<file path="config.mk">
export PLATFORM = sky130hd
export DESIGN_NAME = imm_prefix_ctrl
export DESIGN_NICKNAME = d
export VERILOG_FILES = /design/src/rtl/imm_prefix_ctrl.sv
export SDC_FILE = /design/constraint.sdc
export NUM_CORES = 1
export LEC_CHECK = 0
export ABC_AREA = 1
export CAP_MARGIN = 5
export CORE_UTILIZATION = 43
export DETAILED_ROUTE_END_ITERATION = 6
export HOLD_SLACK_MARGIN = 0.06
export PLACE_DENSITY_LB_ADDON = 0.25
export SYNTH_ARGS = -nofsm -noshare
export SYNTH_HDL_FRONTEND = slang
export SYNTH_SLANG_ARGS = --single-unit
</file>
<file path="constraint.sdc">
create_clock -name clk -period 1.6 [get_ports clk]
set_clock_uncertainty 0.2 [all_clocks]
set_input_delay 0.24 -clock clk [delete_from_list [all_inputs] [get_ports clk]]
set_output_delay 0.24 -clock clk [all_outputs]
set_load 0.1 [all_outputs]
</file>
<file path="src/rtl/imm_prefix_ctrl.sv">
// ============================================================================
// Module   : imm_prefix_ctrl
// Purpose  : Decode-stage immediate controller that extends 5-bit immediates
//            or merges them with a preceding IMM prefix, with prefix tracking.
// Revision : 1.0  initial release
// ============================================================================
`default_nettype none

module imm_prefix_ctrl #(
    parameter int DATA_W  = 16,
    parameter int IMM_W   = 5,
    parameter int TIMEOUT = 4
) (
    input  logic                      clk,
    input  logic                      rst,
    input  logic                      instr_valid,
    input  logic                      is_prefix,
    input  logic [DATA_W-IMM_W-1:0]   prefix_data,
    input  logic [IMM_W-1:0]          imm5,
    input  logic                      zero_ext,
    input  logic                      stall,
    input  logic                      flush,
    input  logic                      err_clr,
    output logic [DATA_W-1:0]         imm_out,
    output logic                      imm_valid,
    output logic                      prefix_pend,
    output logic                      prefix_err
);

    localparam int PFX_W = DATA_W - IMM_W;
    localparam int TMR_W = $clog2(TIMEOUT) + 1;

    localparam logic [0:0] S_IDLE     = 1'b0;
    localparam logic [0:0] S_PREFIXED = 1'b1;

    localparam logic [TMR_W-1:0] c_TMO_LAST = (TIMEOUT == 0) ? '0 : TMR_W'(TIMEOUT - 1);
    localparam logic [TMR_W-1:0] c_TMR_ONE  = TMR_W'(1);

    logic [0:0]        r_state;
    logic [0:0]        w_state_nxt;
    logic [PFX_W-1:0]  r_prefix;
    logic [TMR_W-1:0]  r_timer;
    logic [DATA_W-1:0] r_imm_out;
    logic              r_imm_valid;
    logic              r_err;

    logic              w_accept;
    logic              w_idle_cycle;
    logic              w_timeout;
    logic              w_err_set;
    logic [DATA_W-1:0] w_ext;

    assign w_accept     = instr_valid & ~stall & ~flush;
    assign w_idle_cycle = ~instr_valid & ~stall & ~flush & (r_state == S_PREFIXED);
    // An accept in the expiry cycle consumes the prefix, so only idle cycles can time out.
    assign w_timeout    = w_idle_cycle & (TIMEOUT != 0) & (r_timer == c_TMO_LAST);
    assign w_err_set    = (w_accept & is_prefix & (r_state == S_PREFIXED)) | w_timeout;
    assign w_ext        = zero_ext ? {{PFX_W{1'b0}}, imm5} : {{PFX_W{imm5[IMM_W-1]}}, imm5};

    always_ff @(posedge clk or posedge rst) begin
        if (rst) begin
            r_state <= S_IDLE;
        end else begin
            r_state <= w_state_nxt;
        end
    end

    always_comb begin
        w_state_nxt = r_state;
        if (flush) begin
            w_state_nxt = S_IDLE;
        end else if (!stall) begin
            case (r_state)
                S_IDLE: begin
                    if (w_accept && is_prefix) w_state_nxt = S_PREFIXED;
                end
                S_PREFIXED: begin
                    if (w_accept && !is_prefix) w_state_nxt = S_IDLE;
                    else if (w_timeout)         w_state_nxt = S_IDLE;
                end
                default: w_state_nxt = S_IDLE;
            endcase
        end
    end

    always_comb begin
        prefix_pend = (r_state == S_PREFIXED);
    end

    always_ff @(posedge clk or posedge rst) begin
        if (rst) begin
            r_imm_out   <= '0;
            r_imm_valid <= 1'b0;
            r_prefix    <= '0;
            r_timer     <= '0;
        end else if (flush) begin
            r_imm_valid <= 1'b0;
            r_prefix    <= '0;
            r_timer     <= '0;
        end else if (!stall) begin
            r_imm_valid <= w_accept & ~is_prefix;
            if (w_accept) begin
                if (is_prefix) begin
                    r_prefix <= prefix_data;
                    r_timer  <= '0;
                end else if (r_state == S_PREFIXED) begin
                    r_imm_out <= {r_prefix, imm5};
                end else begin
                    r_imm_out <= w_ext;
                end
            end else if (r_state == S_PREFIXED) begin
                r_timer <= r_timer + c_TMR_ONE;
                if (w_timeout) r_prefix <= '0;
            end
        end
    end

    // Error events beat a simultaneous clear.
    always_ff @(posedge clk or posedge rst) begin
        if (rst) begin
            r_err <= 1'b0;
        end else if (w_err_set) begin
            r_err <= 1'b1;
        end else if (err_clr) begin
            r_err <= 1'b0;
        end
    end

    assign imm_out    = r_imm_out;
    assign imm_valid  = r_imm_valid;
    assign prefix_err = r_err;

endmodule

`default_nettype wire
</file>
-- Yosys cells after proc, flatten, opt, wreduce, memory -nomap -nowiden
Index checks and enable logic that the tools add are counted.
- input port bits: 24
- flip-flop bits (word level): 33
- add/sub/neg operators: 1
- reduce and logical (&&, ||, !) cells: 9
- eq/ne operators: 3
- bitwise gates (word level): 15
- mux-type cells: 23
- operators by type and width (operator ; number):
    11-bit 2-to-1 mux ; 6
    16-bit 2-to-1 mux ; 2
    3-bit 2-to-1 mux ; 5
    1-bit bitwise AND ; 9
    1-bit 2-to-1 mux ; 9
    4-bit AND reduction ; 2
    3-bit nonzero test ; 2
    1-bit NOT ; 5
    3-bit by 1-bit adder with 3-bit output, second input constant ; 1
    3-bit by 2-bit equality test with 1-bit output, second input constant ; 1
    3-bit inequality test, second input constant ; 1
    3-bit AND reduction ; 1
    1-bit logical AND ; 2
    2-bit by 1-bit inequality test with 1-bit output, second input constant ; 1
    1-bit one-hot mux with 2 select lines ; 1
    2-bit nonzero test ; 1
    1-bit zero test ; 1
    1-bit bitwise OR ; 1

-- Longest topological paths before layout
- word-level depth: 10
- gate-level depth with buffers: 10
- mapped depth without buffers: 9

-- Least setup slack after synthesis
No wires, ideal clock.
- path type: reg2reg
- start point: reg r_state, in the netlist prefix_pend
- end point: reg r_imm_out[10], in the netlist imm_out[10]
- data required time: 1280 ps
- setup time: 120 ps
- setup slack: -362 ps
- stages on the path, launching flop included: 7
- arrival: 1642 ps
- period minus slack after synthesis: 1962 ps
- cell sequence: dfrtp_1 -> inv_1 -> nand3b_1 -> buf_2 -> nand2_1 -> nand2_1 -> nand2_1
- word-level cells in the longest chain between the ends: 1
- ends and longest elaborated chain (what ; line ; text):
    start: declaration ; 39 ; logic [0:0] r_state;
    start signal: assignment ; 64 ; r_state <= w_state_nxt;
    16-bit 2-to-1 mux ; 106 ; end else if (r_state == S_PREFIXED) begin
    end signal: assignment ; 107 ; r_imm_out <= {r_prefix, imm5};
    end signal: assignment ; 109 ; r_imm_out <= w_ext;
    end: declaration ; 43 ; logic [DATA_W-1:0] r_imm_out;
Every way passes these cells.
A chain may end at the register's enable or synchronous reset.

-- Final worst setup path
- start point: reg r_timer[0]
- end point: reg r_prefix[10]
- word-level cells in the longest chain between the ends: 4
- ends and longest elaborated chain (what ; line ; text):
    start: declaration ; 42 ; logic [TMR_W-1:0] r_timer;
    start signal: assignment ; 112 ; r_timer <= r_timer + c_TMR_ONE;
    3-bit by 2-bit equality test with 1-bit output ; 56 ; assign w_timeout = w_idle_cycle & (TIMEOUT != 0) & (r_timer == c_TMO_LAST);
    1-bit bitwise AND ; 56 ;
    3-bit nonzero test (no source line) ; - ;
    4-bit AND reduction (no source line) ; - ;
    end signal: assignment ; 104 ; r_prefix <= prefix_data;
    end: declaration ; 41 ; logic [PFX_W-1:0] r_prefix;
Every way passes these cells.

==> run metrics <==
yosys warns=0; vias in the first global route=1386; multiplexer share of the synthesized area=0%; RSZ-0062 raised after global routing=true; DR top layer=met4; CTS buffer count=5; Synth area leaders=dfrtp_1, nand2_1, inv_1, nand3_1, buf_6; total length of routed met2 wires=1.84 mm; Seq/Total Area, Yosys=50.3%; crit path max fanout=7; post-synth cell types=23; Layout area overhead=55.0%; via count=1475; via/cell ratio=4.62; Finished Layout Cells=319; Antenna Cells=0; most frequent cells in the layout=nand2_1, dfrtp_1, inv_1, clkdlybuf4s50_1, buf_12; routed len/inst=11.1 um; final WL=3.56 mm; Syn Std Cell Area=1640 um^2; Synth Area in Adders=1.52%; worst setup path category=register to register; Tot GR Track Use=19.6%; transition time of the tightest slew-check pin=0.304 ns; relative slew slack=79.7%; multi-input logic area=736 um^2; Placed Area=2350 um^2; layout cells sized above 1=22.9%; Worst setup EP type=register; Clock Latency Late Sink=0.28 ns; Core Box Area=3660 um^2; Final Power=2680 uW; CTS Root Cell=clkbuf_8; commonest non-fill, non-tap cell in the layout=nand2_1; FF-to-FF path depth=9; clk slew on worst S/H paths=0.06 ns; Metal-1 WL=1.56 mm; status=finished clean; drt first pass iters=4; RePlAce Congestion=0.814; fmax=632 MHz; First DRT Iteration DRCs=61; Post-DRT Antenna Nets=0; post-synthesis simple-gate area fraction=35.8%; first-pass GRT wire length=6.13 mm; IO Count=43; Synth area leader=dfrtp_1; flops & latches, synth=33; RR Startpoint=r_timer[0]; Final Worst Setup Slack=0.0180 ns; Register Area=830 um^2; initial antenna violation count=0; Syn Area/Cell=7.75 um^2; Final Cell Area=2550 um^2; maximum number of pins on one net before global-route repair=23; Starting Density=44.9%; CTS tree=yes; clock sinks=33; Port-buffer cells=42; Die Wd=63.8 um; worst slack, placed=-0.287 ns; H-Tree Depth=2; Arr. time, crit path=1.55 ns; Tightest Hold Check Type=primary input to asynchronous set/reset pin; synthesized instance count=212; met3 wire len=132 um; fillcell total=284; Chip Height=63.8 um; CTS Buffer Depth=2; Pwr Density=1050 nW/um^2; Cell Rows=22; Congestion Overflow GR=0; fin. max-slew vios=0; placed cell count=308; Synth Area in XOR/XNOR=0%; Leak=0.00138 uW; r2r endpoint=r_prefix[10]; final setup fails=0; largest family of logic cells by synthesized area=simple AND/OR/NAND/NOR gates; die area=4070 um^2; MaxCap Viol Count=0; Final HPWL DP=2.52 mm; share of Yosys cell area claimed by the top area cell type=50.3%; final net count=297; CP startpoint kind=register; R2R Setup Slk=0.02 ns; synthesized net count=238; Tcrit/Tclk final=98.9%; Synth Area in Compound Gates=2.28%; Worst VDD drop=0.492 mV; CP required=1.56 ns; Tmin final=1.58 ns; Hold Fails Final Rpt=0; DRC=0
## worst max-delay path: stages, from the launching register on
cell,delay [ns]
dfrtp_1,0.35
ha_2,0.16
ha_1,0.13
nand2_1,0.06
inv_2,0.07
nand3_4,0.11
nand2_8,0.14
nand2_4,0.08
nand2_1,0.09
nand2_1,0.07
## layout make-up
type	instances	share of cell area [%]
timing repair buffer	59	29.3
sequential	33	32.6
tap	48	2.36
clock buffer	7	3.39
multi-input combinational	149	28.9
inverter	23	3.49
## synth_stat cells, drive strengths merged
master and count:
o22ai 1, dfrtp 33, ha 2, nand2 106, o21ai 3, nand3b 1
clkbuf 1, buf 8, nor2 15, inv 23, nand3 16, a21oi 1
nand4 1, o211ai 1
## cells by family after synthesis
family,count (synthesis)
AND/OR/NAND/NOR,139
flip-flops,33
buffers and inverters,32
AO/OA/AOI/OAI,6
adder cells (fa/ha/maj),2
## per-layer routing
metal,global-route usage [%],up-vias
li1,-,763
met1,24.1,666
met2,33.2,42
met3,4.46,4
met4,7.67,0
met5,0,-
## registers in the layout, summed over array words and instances, names as in the netlist
name	flops
r_prefix	11
prefix_err	1
imm_valid	1
prefix_pend	1
r_timer	3
imm_out	16
## how the worst max path moves through the flow
| stage | from | depth (start not counted) | endpoint |
|---|---|---|---|
| floorplan | r_timer[0] | 9 | r_prefix[7] |
| global placement | flush | 7 | r_prefix[0] |
| finish | r_timer[0] | 9 | r_prefix[10] |
| CTS | r_timer[0] | 8 | r_prefix[7] |
| global route | r_timer[1] | 9 | r_prefix[10] |
| detailed placement | flush | 7 | r_prefix[9] |
## report_power, final
| group | switching [uW] | internal, uW | leakage (uW) |
|---|---|---|---|
| clock | 266 | 340 | 0.0000443 |
| combinational | 685 | 391 | 0.000890 |
| sequential | 83.4 | 918 | 0.000441 |
| total | 1030 | 1650 | 0.00138 |
## repair_timing
| action | in CTS | in global routing |
|---|---|---|
| endpoints found under the setup margin | 11 | 14 |
| gates cloned | 1 | 1 |
| hold buffers | 0 | 0 |
| hold endpoints to repair | 0 | 0 |
| buffers inserted | 0 | 2 |
| pin swaps | 1 | 3 |
| gates resized for setup | 1 | 17 |
## metrics by stage
step                      utilization (%)  setup TNS (ns)  hold WS [ns]
after detailed placement             64.2           -6.01         0.260
after global placement               64.2           -4.82         0.256
after CTS                            66.8               0        0.0740
after floorplan                         -               0         0.150
final                                69.5               0        0.0761
after global routing                 69.5          -0.167        0.0876
(Power assumes the default switching activity.)
